[config.mk]
export PLATFORM = sky130hd
export DESIGN_NAME = dice_dff_measure_sequencer
export DESIGN_NICKNAME = d
export VERILOG_FILES = /design/src/rtl/dice_dff_measure_sequencer.sv
export SDC_FILE = /design/constraint.sdc
export NUM_CORES = 1
export LEC_CHECK = 0
export BUFFER_PORTS_ARGS = -buffer_cell sky130_fd_sc_hd__buf_2
export CAP_MARGIN = 10
export CORE_MARGIN = 4
export CORE_UTILIZATION = 33
export CTS_BUF_LIST = sky130_fd_sc_hd__clkbuf_4 sky130_fd_sc_hd__clkbuf_8 sky130_fd_sc_hd__clkbuf_16
export CTS_CLUSTER_SIZE = 8
export DETAILED_ROUTE_END_ITERATION = 10
export HOLD_SLACK_MARGIN = 0.08
export PLACE_DENSITY = 0.49
export SLEW_MARGIN = 10
export SYNTH_ARGS = -nofsm -noshare
export SYNTH_HDL_FRONTEND = slang
export SYNTH_SLANG_ARGS = --single-unit
export TNS_END_PERCENT = 10
[constraint.sdc]
create_clock -name clk -period 2.8 [get_ports clk]
set_input_delay 0.56 -clock clk [delete_from_list [all_inputs] [get_ports clk]]
set_output_delay 0.56 -clock clk [all_outputs]
set_load 0.02 [all_outputs]
[src/rtl/dice_dff_measure_sequencer.sv]
// Drives the DICE DFF ring measure block through 2^LOG2_SAMPLES start/settle/sample
// rounds and reports average, min, max and zero-count samples for the PVT readout.
module dice_dff_measure_sequencer #(
  parameter int CNT_WIDTH    = 8,
  parameter int LOG2_SAMPLES = 2,
  parameter int WAIT_CYCLES  = 64
) (
  input  logic                  clk,
  input  logic                  rst,
  input  logic                  trigger,
  input  logic [CNT_WIDTH-1:0]  meas_cnt,
  output logic                  meas_start,
  output logic                  busy,
  output logic                  result_valid,
  output logic [CNT_WIDTH-1:0]  avg_cnt,
  output logic [CNT_WIDTH-1:0]  min_cnt,
  output logic [CNT_WIDTH-1:0]  max_cnt,
  output logic [LOG2_SAMPLES:0] fail_cnt
);

  localparam int S      = 1 << LOG2_SAMPLES;
  localparam int ACC_W  = CNT_WIDTH + LOG2_SAMPLES;
  localparam int WAIT_W = (WAIT_CYCLES > 1) ? $clog2(WAIT_CYCLES) : 1;
  localparam int IDX_W  = (LOG2_SAMPLES > 0) ? LOG2_SAMPLES : 1;
  localparam int FAIL_W = LOG2_SAMPLES + 1;

  typedef enum logic [2:0] {
    ST_IDLE,
    ST_START,
    ST_WAIT,
    ST_SAMPLE,
    ST_DONE
  } state_t;

  state_t              state_q, state_d;
  logic [WAIT_W-1:0]   wait_cnt_q, wait_cnt_d;
  logic [IDX_W-1:0]    sample_idx_q, sample_idx_d;
  logic [ACC_W-1:0]    acc_q, acc_d;
  logic [CNT_WIDTH-1:0] run_min_q, run_min_d;
  logic [CNT_WIDTH-1:0] run_max_q, run_max_d;
  logic [FAIL_W-1:0]   run_fail_q, run_fail_d;
  logic [CNT_WIDTH-1:0] avg_q, avg_d;
  logic [CNT_WIDTH-1:0] min_q, min_d;
  logic [CNT_WIDTH-1:0] max_q, max_d;
  logic [FAIL_W-1:0]   fail_q, fail_d;

  logic [ACC_W-1:0]     acc_next;
  logic [CNT_WIDTH-1:0] min_next;
  logic [CNT_WIDTH-1:0] max_next;
  logic [FAIL_W-1:0]    fail_next;

  // Running statistics with the current sample folded in; only committed in SAMPLE.
  always_comb begin
    acc_next  = acc_q + ACC_W'(meas_cnt);
    min_next  = (meas_cnt < run_min_q) ? meas_cnt : run_min_q;
    max_next  = (meas_cnt > run_max_q) ? meas_cnt : run_max_q;
    fail_next = (meas_cnt == '0) ? run_fail_q + FAIL_W'(1) : run_fail_q;
  end

  always_comb begin
    state_d      = state_q;
    wait_cnt_d   = wait_cnt_q;
    sample_idx_d = sample_idx_q;
    acc_d        = acc_q;
    run_min_d    = run_min_q;
    run_max_d    = run_max_q;
    run_fail_d   = run_fail_q;
    avg_d        = avg_q;
    min_d        = min_q;
    max_d        = max_q;
    fail_d       = fail_q;
    case (state_q)
      ST_IDLE: begin
        if (trigger) begin
          state_d      = ST_START;
          acc_d        = '0;
          run_min_d    = '1;
          run_max_d    = '0;
          run_fail_d   = '0;
          sample_idx_d = '0;
        end
      end
      ST_START: begin
        state_d    = ST_WAIT;
        wait_cnt_d = '0;
      end
      ST_WAIT: begin
        if (wait_cnt_q == WAIT_W'(WAIT_CYCLES - 1)) begin
          state_d = ST_SAMPLE;
        end else begin
          wait_cnt_d = wait_cnt_q + WAIT_W'(1);
        end
      end
      ST_SAMPLE: begin
        acc_d      = acc_next;
        run_min_d  = min_next;
        run_max_d  = max_next;
        run_fail_d = fail_next;
        if (sample_idx_q == IDX_W'(S - 1)) begin
          state_d = ST_DONE;
          avg_d   = CNT_WIDTH'(acc_next >> LOG2_SAMPLES);
          min_d   = min_next;
          max_d   = max_next;
          fail_d  = fail_next;
        end else begin
          state_d      = ST_START;
          sample_idx_d = sample_idx_q + IDX_W'(1);
        end
      end
      ST_DONE: state_d = ST_IDLE;
      default: state_d = ST_IDLE;
    endcase
  end

  always_ff @(posedge clk) begin
    if (rst) begin
      state_q      <= ST_IDLE;
      wait_cnt_q   <= '0;
      sample_idx_q <= '0;
      acc_q        <= '0;
      run_min_q    <= '0;
      run_max_q    <= '0;
      run_fail_q   <= '0;
      avg_q        <= '0;
      min_q        <= '0;
      max_q        <= '0;
      fail_q       <= '0;
    end else begin
      state_q      <= state_d;
      wait_cnt_q   <= wait_cnt_d;
      sample_idx_q <= sample_idx_d;
      acc_q        <= acc_d;
      run_min_q    <= run_min_d;
      run_max_q    <= run_max_d;
      run_fail_q   <= run_fail_d;
      avg_q        <= avg_d;
      min_q        <= min_d;
      max_q        <= max_d;
      fail_q       <= fail_d;
    end
  end

  assign meas_start   = (state_q == ST_START);
  assign result_valid = (state_q == ST_DONE);
  assign busy         = (state_q != ST_IDLE);
  assign avg_cnt      = avg_q;
  assign min_cnt      = min_q;
  assign max_cnt      = max_q;
  assign fail_cnt     = fail_q;

endmodule

==> flow_metrics.py, run 1 <==
metrics = {
    "sta": {
        "setup_viol": 0,
        "fin_crit_sh": 0.7682,
        "clock_skew_ps": 6.035,
        "rsz0062_at_grt": "no",
        "fin_setup_tns_ps": 0,
        "hold_viol_final": 0,
        "tightest_slew_ps": 609.5,
        "slew_violations": 0,
        "min_period_ps": 2151,
        "fmax_ghz": 0.4649,
        "slew_headroom": 0.5937,
    },
    "pwr": {
        "power.leakage_uw": 0.001630,
        "ir_worst_vdd_uv": 245.2,
        "p_per_area_nw_per_um2": 605.3,
    },
    "synthesis": {
        "syn-num-nets": 444,
        "synth_cells": 406,
        "syn-cell-area_um2": 3551,
        "ys_async_sr_fraction": 0,
        "synth.yosys.seq_area_share": 0.3777,
        "synth_top_area_cell": "dfxtp_1",
        "ys.warnings.count": 0,
        "synthTopCellsByArea": "dfxtp_1 (38%), ha_1 (9.2%), a211oi_1 (4.9%), nor2_1 (3.8%), o21ai_0 (3.7%)",
        "synth_top_flop_cell": "dfxtp_1",
        "synth_commonest_cells": "dfxtp_1 (67), nor2_1 (36), ha_1 (26), o21ai_0 (26)",
        "synth_top_area_share": 0.3777,
        "yosysUniqueCellTypes": 64,
        "syn_area_per_cell_um2": 8.746,
        "synth_edf_count": 0,
        "yosysMostFrequentCell": "dfxtp_1",
        "synth_seq_cells": 67,
    },
    "floorplanning": {
        "die_h_um": 111.7,
        "io_pins": 41,
        "initial_core_util": 0.3409,
        "core_um2": 10420,
        "die_x_um": 111.7,
        "core.rowCount": 37,
        "die_area_um2": 12480,
    },
    "global_route": {
        "grt_max_degree": 35,
        "grt_use_total": 0.1575,
        "grt_first_pass_wirelength_um": 15870,
        "grt_pass1_vias": 3072,
        "antenna_found_initial": 0,
        "gr-total-overflow": 0,
    },
    "finish": {
        "drive_above_1_share": 0.1867,
        "num-fill-cells": 1089,
        "final_core_util": 0.3928,
        "syn_to_final_growth_pct": 15.22,
        "nets": 483,
        "antenna_cells": 0,
    },
    "flow_run": {
        "drv_cap": 0,
    },
    "setup_path": {
        "rrSetupSlack_ps": 670,
        "reg2reg_from": "run_max_q[7]",
        "slowest_delay_ps": 490,
        "critPathCaptureType": "flip-flop",
        "crit-reg2reg-capture": "run_max_q[4]",
        "criticalPathCategory": "input port to flip-flop",
        "arrival_ps": 2410,
        "cp-start-kind": "input port",
        "slowest_stage": "or4b_1",
        "critical_path.max_fanout": 7,
        "worstPathRequired_ps": 3060,
        "reg2reg_depth": 7,
        "path_cells": "buf_2 -> ha_1 -> inv_1 -> fa_1 -> nor2b_1 -> o31a_1 -> or4b_1 -> o2111a_1 -> o31ai_1",
    },
    "drt": {
        "via_per_inst": 5.381,
        "antenna_left": 0,
        "first_pass_iters": 5,
        "drt-initial-drc-count": 178,
        "wl_per_cell_um": 16.15,
        "vias": 3153,
        "finalWirelength_um": 9461,
        "drt_drc_violations_left": 0,
    },
    "placed_design": {
        "io_buffer_count": 40,
        "hpwl_um": 6545,
        "gp_congestion": 0.7391,
    },
    "clock_network": {
        "cts_buffers": 9,
        "cts_tree": "done",
        "htreeDepth": 3,
        "cts_root_buf": "clkbuf_8",
        "clk_latency_ps": 340,
        "postCtsResizedCells": 0,
        "hold_buffers": 0,
        "clkSinkCount": 67,
        "clockBufferDepth": 2,
        "clk_pin_slew_ps": 70,
        "post_cts_buffers": 0,
    },
    "worst_hold_path": {
        "hold_end": "avg_cnt[0]",
        "min_from": "avg_cnt[0]",
        "holdCritPathClass": "flip-flop to flip-flop",
        "hold_depth": 2,
    },
    "run_status": {
        "outcome": "completed",
    },
}
==> metrics by stage <==
step | instances | cell area, um^2 | total power, uW | hold WS [ps] | worst slack [ps]
finish | 586 | 4091 | 2476 | 455.6 | 649.1
global route | 586 | 4091 | 2626 | 489.2 | 472.3
CTS | 586 | 4091 | 2506 | 459.9 | 664.8
detailed placement | 570 | 3889 | 1657 | 448.6 | 306.2
global placement | 570 | 3889 | 1655 | 443.0 | 359.3
floorplan | 406 | 3551 | 1512 | 435.6 | 618.2
==> cell families after synthesis <==
logic type	count (synthesis)	share of synthesized area
multiplexers	1	0.002819
flip-flops	67	0.3777
adder cells (fa/ha/maj)	27	0.09725
AND/OR/NAND/NOR	132	0.1913
AO/OA/AOI/OAI	127	0.2586
XOR/XNOR	8	0.01973
buffers and inverters	44	0.05250
==> cell usage in the layout, fill, tap and decap left out, types with 3 or more instances in the layout <==
master	netlist	final
clkbuf_8	0	10
nand3_1	13	13
nand2_1	23	23
buf_4	1	9
o311ai_0	3	3
or3_1	6	6
inv_1	22	22
nor3_1	15	15
dfxtp_1	67	67
clkbuf_4	0	4
xnor2_1	7	7
nor2b_1	4	4
o21ai_0	26	26
nor4_1	9	9
nor2_1	36	36
buf_2	8	40
a21oi_1	21	21
o221a_2	9	9
o21a_1	3	3
nand4_1	4	4
ha_1	26	26
a22oi_1	5	5
nor3b_1	3	3
a22o_1	8	8
a21o_1	5	5
a211oi_1	23	23
nand3b_1	3	3
==> cell type report <==
type                    instances  area, um^2  share of cell area
flip-flops and latches         67        1341              0.3278
inverters                      23       86.33             0.02110
repair buffers                 49       267.8             0.06544
clock inverters                 2       35.03            0.008563
well taps                     136       170.2             0.04159
clock buffers                  14       167.7             0.04098
multi-input cells             295        2023              0.4945
==> registers in the layout, indices dropped and copies added, names as in the netlist <==
signal / cells
acc_q: 10
avg_cnt: 8
fail_cnt: 3
max_cnt: 8
min_cnt: 8
run_fail_q: 3
run_max_q: 8
run_min_q: 8
sample_idx_q: 2
state_q: 3
wait_cnt_q: 6
==> critical path: cells and delay by family <==
kind	cells	cell delay (ps)
buffers and inverters	2	230
AO/OA/AOI/OAI	3	630
AND/OR/NAND/NOR	2	550
adder cells (fa/ha/maj)	2	440
==> how the worst max path moves through the flow <==
stage,slack [ps],startpoint,endpoint,cells after the start
2_1_floorplan,620,meas_cnt[0],avg_cnt[6],8
3_3_place_gp,360,meas_cnt[0],avg_cnt[6],9
3_5_place_dp,310,meas_cnt[0],acc_q[6],9
4_1_cts,660,meas_cnt[0],avg_cnt[4],9
5_1_grt,470,run_max_q[7],run_max_q[4],7
6_report,650,meas_cnt[0],avg_cnt[4],9
==> metal layers <==
layer	part of all wire	global-route usage	up-vias
met5	0	0	-
met4	0.016	0.05272	0
met3	0.042	0.03261	13
met2	0.45	0.2402	63
met1	0.49	0.2213	1485
li1	-	-	1592
==> where the power goes <==
group	internal [uW]	switching, uW
Sequential	1010	65.1
Clock	475	364
Combinational	224	336
No activity file was read; power rests on OpenSTA's default activity.
==> run 2: changes to the inputs <==
--- a/config.mk
+++ b/config.mk
@@ -13,7 +13,7 @@
 export CTS_CLUSTER_SIZE = 8
 export DETAILED_ROUTE_END_ITERATION = 10
 export HOLD_SLACK_MARGIN = 0.08
-export PLACE_DENSITY = 0.49
+export PLACE_DENSITY = 0.51
 export SLEW_MARGIN = 10
 export SYNTH_ARGS = -nofsm -noshare
 export SYNTH_HDL_FRONTEND = slang
==> constraint.sdc (replaced) <==
create_clock -name clk -period 1.9 [get_ports clk]
set_input_delay 0.38 -clock clk [delete_from_list [all_inputs] [get_ports clk]]
set_output_delay 0.38 -clock clk [all_outputs]
set_load 0.02 [all_outputs]
==> run 2 against run 1 <==
Net effect: the run now ends with setup timing left; sequential share of layout area fell by 4.3 points; clock skew up 0.90 ps; via count is 8.5% higher; critical path type is now flip-flop to flip-flop; largest power group unchanged; highest routed layer unchanged.
==> flow_metrics.py, run 2 (synthesis gave the netlist of run 1 again) <==
metrics = {
    "clock_network": {
        "cts_root_buf": "clkbuf_8",
        "hold_buffers": 0,
        "cts_buffers": 9,
        "clkSinkCount": 67,
        "clk_latency_ps": 350,
        "htreeDepth": 3,
        "clockBufferDepth": 2,
        "cts_tree": "done",
        "clk_pin_slew_ps": 80,
    },
    "setup_path": {
        "criticalPathCategory": "flip-flop to flip-flop",
        "critPathCaptureType": "flip-flop",
        "cp-start-kind": "flip-flop",
        "worstPathRequired_ps": 2180,
        "critical_path.max_fanout": 3,
        "rrSetupSlack_ps": -50,
        "arrival_ps": 2230,
    },
    "drt": {
        "drt_drc_violations_left": 0,
        "finalWirelength_um": 10260,
        "first_pass_iters": 4,
        "drt-initial-drc-count": 169,
        "via_per_inst": 5.312,
        "m1WireLength_um": 5191,
        "routed.top_layer": "met4",
        "antenna_left": 0,
        "vias": 3421,
        "dr_wl_met2_um": 4456,
        "wl_per_cell_um": 15.93,
        "routed-wl-met3_um": 457,
    },
    "global_route": {
        "grt_max_degree": 33,
        "gr-total-overflow": 0,
        "grt_pass1_vias": 3342,
        "grt_first_pass_wirelength_um": 16830,
        "antenna_found_initial": 0,
        "grt_use_total": 0.1654,
    },
    "sta": {
        "rsz0062_at_grt": "yes",
        "slew_violations": 0,
        "tightest_slew_ps": 520.9,
        "setup_viol": 12,
        "setup_ws_ps": -51.72,
        "fin_crit_sh": 1.027,
        "min_period_ps": 1952,
        "hold_viol_final": 0,
        "clock_skew_ps": 6.939,
        "slew_headroom": 0.6506,
        "fmax_ghz": 0.5124,
    },
    "placed_design": {
        "hpwl_um": 7284,
        "io_buffer_count": 40,
        "placed_area_um2": 4304,
        "pre_cts_ws_ps": -324.5,
        "gp_congestion": 0.7910,
    },
    "floorplanning": {
        "die_x_um": 111.7,
        "die_area_um2": 12480,
        "die_h_um": 111.7,
        "core.rowCount": 37,
        "initial_core_util": 0.3409,
        "core_um2": 10420,
        "io_pins": 41,
    },
    "finish": {
        "nets": 541,
        "final_cell_area_um2": 4737,
        "layout_commonest_cell": "buf_4",
        "final_core_util": 0.4548,
        "top_register": "acc_q",
        "antenna_cells": 0,
        "syn_to_final_growth_pct": 33.40,
        "drive_above_1_share": 0.3386,
        "final_cell_mix": "buf_4 (64), dfxtp_1 (60), buf_2 (40)",
        "largest_register_ffs": 10,
    },
    "flow_run": {
        "drv_cap": 0,
    },
    "worst_hold_path": {
        "holdCritPathClass": "input port to flip-flop",
    },
    "run_status": {
        "outcome": "finished with violations",
        "violations": "setup timing",
    },
    "pwr": {
        "p_per_area_nw_per_um2": 861.7,
        "ir_worst_vdd_uv": 383.8,
        "power.leakage_uw": 0.001951,
    },
}
## run 2: cell count changes in the layout (fill, tap and decap cells not counted), moves of 2 or more
cell	delta
nor2_2	+2
inv_2	+4
clkbuf_4	-4
ha_1	-7
ha_4	+7
inv_1	-4
nor2_1	-2
buf_4	+55
dfxtp_2	+7
buf_6	+2
dfxtp_1	-7
nor2b_1	-2
clkinv_2	+2
## run 2: repair_timing
action / CTS / global route
resized for setup: 5 / 32
buffers inserted: 1 / 4
setup endpoints to repair: 34 / 41
pin swaps: 6 / 21
## run 2: routing by layer
metal | up-vias | GRT usage
li1 | 1716 | -
met3 | 17 | 0.04293
met1 | 1624 | 0.2286
met5 | - | 0
met2 | 64 | 0.2550
met4 | 0 | 0.04623
## run 2: critical path, stage by stage, from the launching register on
cell,delay (ps)
dfxtp_2,340
ha_4,150
inv_2,50
fa_2,210
nor2b_2,50
o31a_1,280
or4b_1,470
o2111a_1,150
o31ai_1,180
## run 2: path summary, 6_finish.rpt
kind / from / to / cells past startpoint
setup / recovery: acc_q[0] / acc_q[6] / 8
hold / removal: meas_cnt[0] / acc_q[0] / 4
setup reg to reg: acc_q[0] / acc_q[6] / 8
hold reg to reg: avg_cnt[1] / avg_cnt[1] / 2
## run 2: cell type report
class / instances / area (um^2)
inverter: 23 / 86.33
multi-input combinational: 295 / 2181
clock inverter: 5 / 75.07
sequential: 67 / 1350
fill: 1042 / 5679
clock buffer: 11 / 151.4
timing repair buffer: 107 / 723.2
tap: 136 / 170.2
## run 2: power breakdown
group          internal, uW  switching [uW]  total [uW]
sequential             1490            55.6        1550
combinational           546             606        1150
clock                   804             577        1380
total                  2840            1240        4080
## run 2: through the flow
step | std cells | setup TNS [ps] | power (uW) | hold WS (ps)
5_1_grt | 644 | -2057 | 4311 | 456.7
6_report | 644 | -151.7 | 4082 | 432.4
2_1_floorplan | 406 | -605.7 | 2229 | 435.6
3_5_place_dp | 623 | -9244 | 2661 | 451.8
4_1_cts | 640 | -1380 | 4074 | 400.3
3_3_place_gp | 623 | -7760 | 2651 | 448.6
==> run 3: changes to the inputs <==
--- a/config.mk
+++ b/config.mk
@@ -13,7 +13,7 @@
 export CTS_CLUSTER_SIZE = 8
 export DETAILED_ROUTE_END_ITERATION = 10
 export HOLD_SLACK_MARGIN = 0.08
-export PLACE_DENSITY = 0.51
+export PLACE_DENSITY = 0.49
 export SLEW_MARGIN = 10
 export SYNTH_ARGS = -nofsm -noshare
 export SYNTH_HDL_FRONTEND = slang
==> constraint.sdc (replaced) <==
create_clock -name clk -period 2.3 [get_ports clk]
set_input_delay 0.46 -clock clk [delete_from_list [all_inputs] [get_ports clk]]
set_output_delay 0.46 -clock clk [all_outputs]
set_load 0.02 [all_outputs]
==> run 3 against run 2 <==
Net effect: sequential power fell by 15%; global-route usage decreased by 0.49 points; wire length fell by 5.9%; the run now ends clean; core utilization down 4.8 points; fmax fell by 5.6%; sequential share of layout area is 3.1 points higher; first-iteration DRC count decreased by 41%; non-clock buffer count decreased by 43; design area is 10% lower; flip-flop and latch count unchanged; clock-buffer cell count up 1; register-to-register slack improved by 290 ps.
==> flow_metrics.py, run 3 (synthesis gave the netlist of run 1 again) <==
metrics = {
    "global_route": {
        "gr-total-overflow": 0,
        "grt_pass1_vias": 3193,
        "antenna_found_initial": 0,
        "grt_max_degree": 38,
        "grt_use_total": 0.1605,
        "grt_first_pass_wirelength_um": 16150,
    },
    "sta": {
        "worst_hold_slack_ps": 460.4,
        "fin_crit_sh": 0.8985,
        "tightest_slew_ps": 475.7,
        "rsz0062_at_grt": "no",
        "clock_skew_ps": 4.459,
        "slew_violations": 0,
        "slew_headroom": 0.6821,
        "fmax_ghz": 0.4839,
        "fin_setup_tns_ps": 0,
        "hold_viol_final": 0,
        "setup_viol": 0,
        "min_period_ps": 2067,
    },
    "finish": {
        "fin_cells": 601,
        "layout_commonest_cell": "dfxtp_1",
        "drive_above_1_share": 0.2129,
        "antenna_cells": 0,
        "largest_register_ffs": 10,
        "syn_to_final_growth_pct": 19.42,
        "final_cell_mix": "dfxtp_1 (67), buf_2 (40), nor2_1 (36)",
        "nets": 498,
        "top_register": "acc_q",
    },
    "setup_path": {
        "cp-startpoint": "run_min_q[2]",
        "reg2reg_depth": 7,
        "crit-reg2reg-capture": "run_min_q[4]",
        "critPathCaptureType": "flip-flop",
        "criticalPathCategory": "flip-flop to flip-flop",
        "arrival_ps": 2310,
        "critical_path.max_fanout": 8,
        "reg2reg_from": "run_min_q[2]",
        "cp-start-kind": "flip-flop",
        "rrSetupSlack_ps": 230,
        "crit_end": "run_min_q[4]",
        "worstPathRequired_ps": 2550,
    },
    "drt": {
        "wl_per_cell_um": 16.05,
        "finalWirelength_um": 9649,
        "first_pass_iters": 4,
        "drt_drc_violations_left": 0,
        "via_per_inst": 5.388,
        "vias": 3238,
        "drt-initial-drc-count": 100,
        "antenna_left": 0,
    },
    "floorplanning": {
        "die_x_um": 111.7,
        "initial_core_util": 0.3409,
        "die_area_um2": 12480,
        "core_um2": 10420,
        "core.rowCount": 37,
        "die_h_um": 111.7,
        "io_pins": 41,
    },
    "clock_network": {
        "clk_latency_ps": 350,
        "clockBufferDepth": 2,
        "clkSinkCount": 67,
        "cts_tree": "done",
        "clk_pin_slew_ps": 70,
        "cts_root_buf": "clkbuf_8",
        "cts_buffers": 9,
        "post_cts_buffers": 0,
        "htreeDepth": 3,
    },
    "pwr": {
        "total_power_uw": 3174,
        "ir_worst_vdd_uv": 342.1,
        "p_per_area_nw_per_um2": 748.5,
        "power.leakage_uw": 0.001709,
    },
    "placed_design": {
        "gp_congestion": 0.7953,
        "placedCellCount": 585,
        "hpwl_um": 6894,
        "io_buffer_count": 40,
    },
    "run_status": {
        "outcome": "completed",
    },
    "flow_run": {
        "drv_cap": 0,
    },
    "worst_hold_path": {
        "holdCritPathClass": "flip-flop to flip-flop",
    },
}
==> run 3: through the flow <==
stage	area [um^2]	setup WS [ps]	utilization
final	4240	233.5	0.4071
after global routing	4240	86.67	0.4071
after CTS	4233	212.8	0.4064
after detailed placement	4001	-9.722	0.3841
after global placement	4001	-9.559	0.3841
after floorplan	3551	218.2	-
==> run 3: what timing repair did <==
item / 4_1_cts / 5_1_grt
hold buffers: 0 / 0
gates resized for setup: 0 / 1
setup endpoints to repair: 0 / 6
==> run 3: cell type report <==
type	instances	area, um^2
Sequential cell	67	1341
Clock buffer	12	158.9
Inverter	23	86.33
Fill cell	1097	6176
Timing Repair Buffer	64	380.4
Tap cell	136	170.2
Multi-Input combinational cell	295	2031
Clock inverter	4	72.57
==> run 3: per-layer routing <==
layer / routed length, um / global-route usage / share of wire
met5: 0 / 0 / 0
met4: 272 / 0.07461 / 0.028
met3: 287 / 0.03098 / 0.030
met2: 4222 / 0.2410 / 0.44
met1: 4867 / 0.2217 / 0.50
==> run 3: where the power goes <==
part           switching, uW  internal, uW
logic                    422           298
registers               78.3          1230
clock network            464           680
==> run 3: worst min-delay path by stage <==
stage | startpoint | end | slack (ps) | cells after the start
CTS | avg_cnt[1] | avg_cnt[1] | 460 | 2
global route | avg_cnt[1] | avg_cnt[1] | 470 | 2
detailed placement | avg_cnt[1] | avg_cnt[1] | 450 | 2
floorplan | acc_q[5] | acc_q[5] | 440 | 2
finish | avg_cnt[3] | avg_cnt[3] | 460 | 2
global placement | avg_cnt[0] | avg_cnt[0] | 440 | 2
==> run 3: worst max-delay path, cell delays in order (launching register included) <==
cell	delay [ps]
dfxtp_1	370
inv_1	60
ha_1	280
a21o_1	190
a311o_1	360
a21oi_4	160
nand2_1	230
o221a_2	310
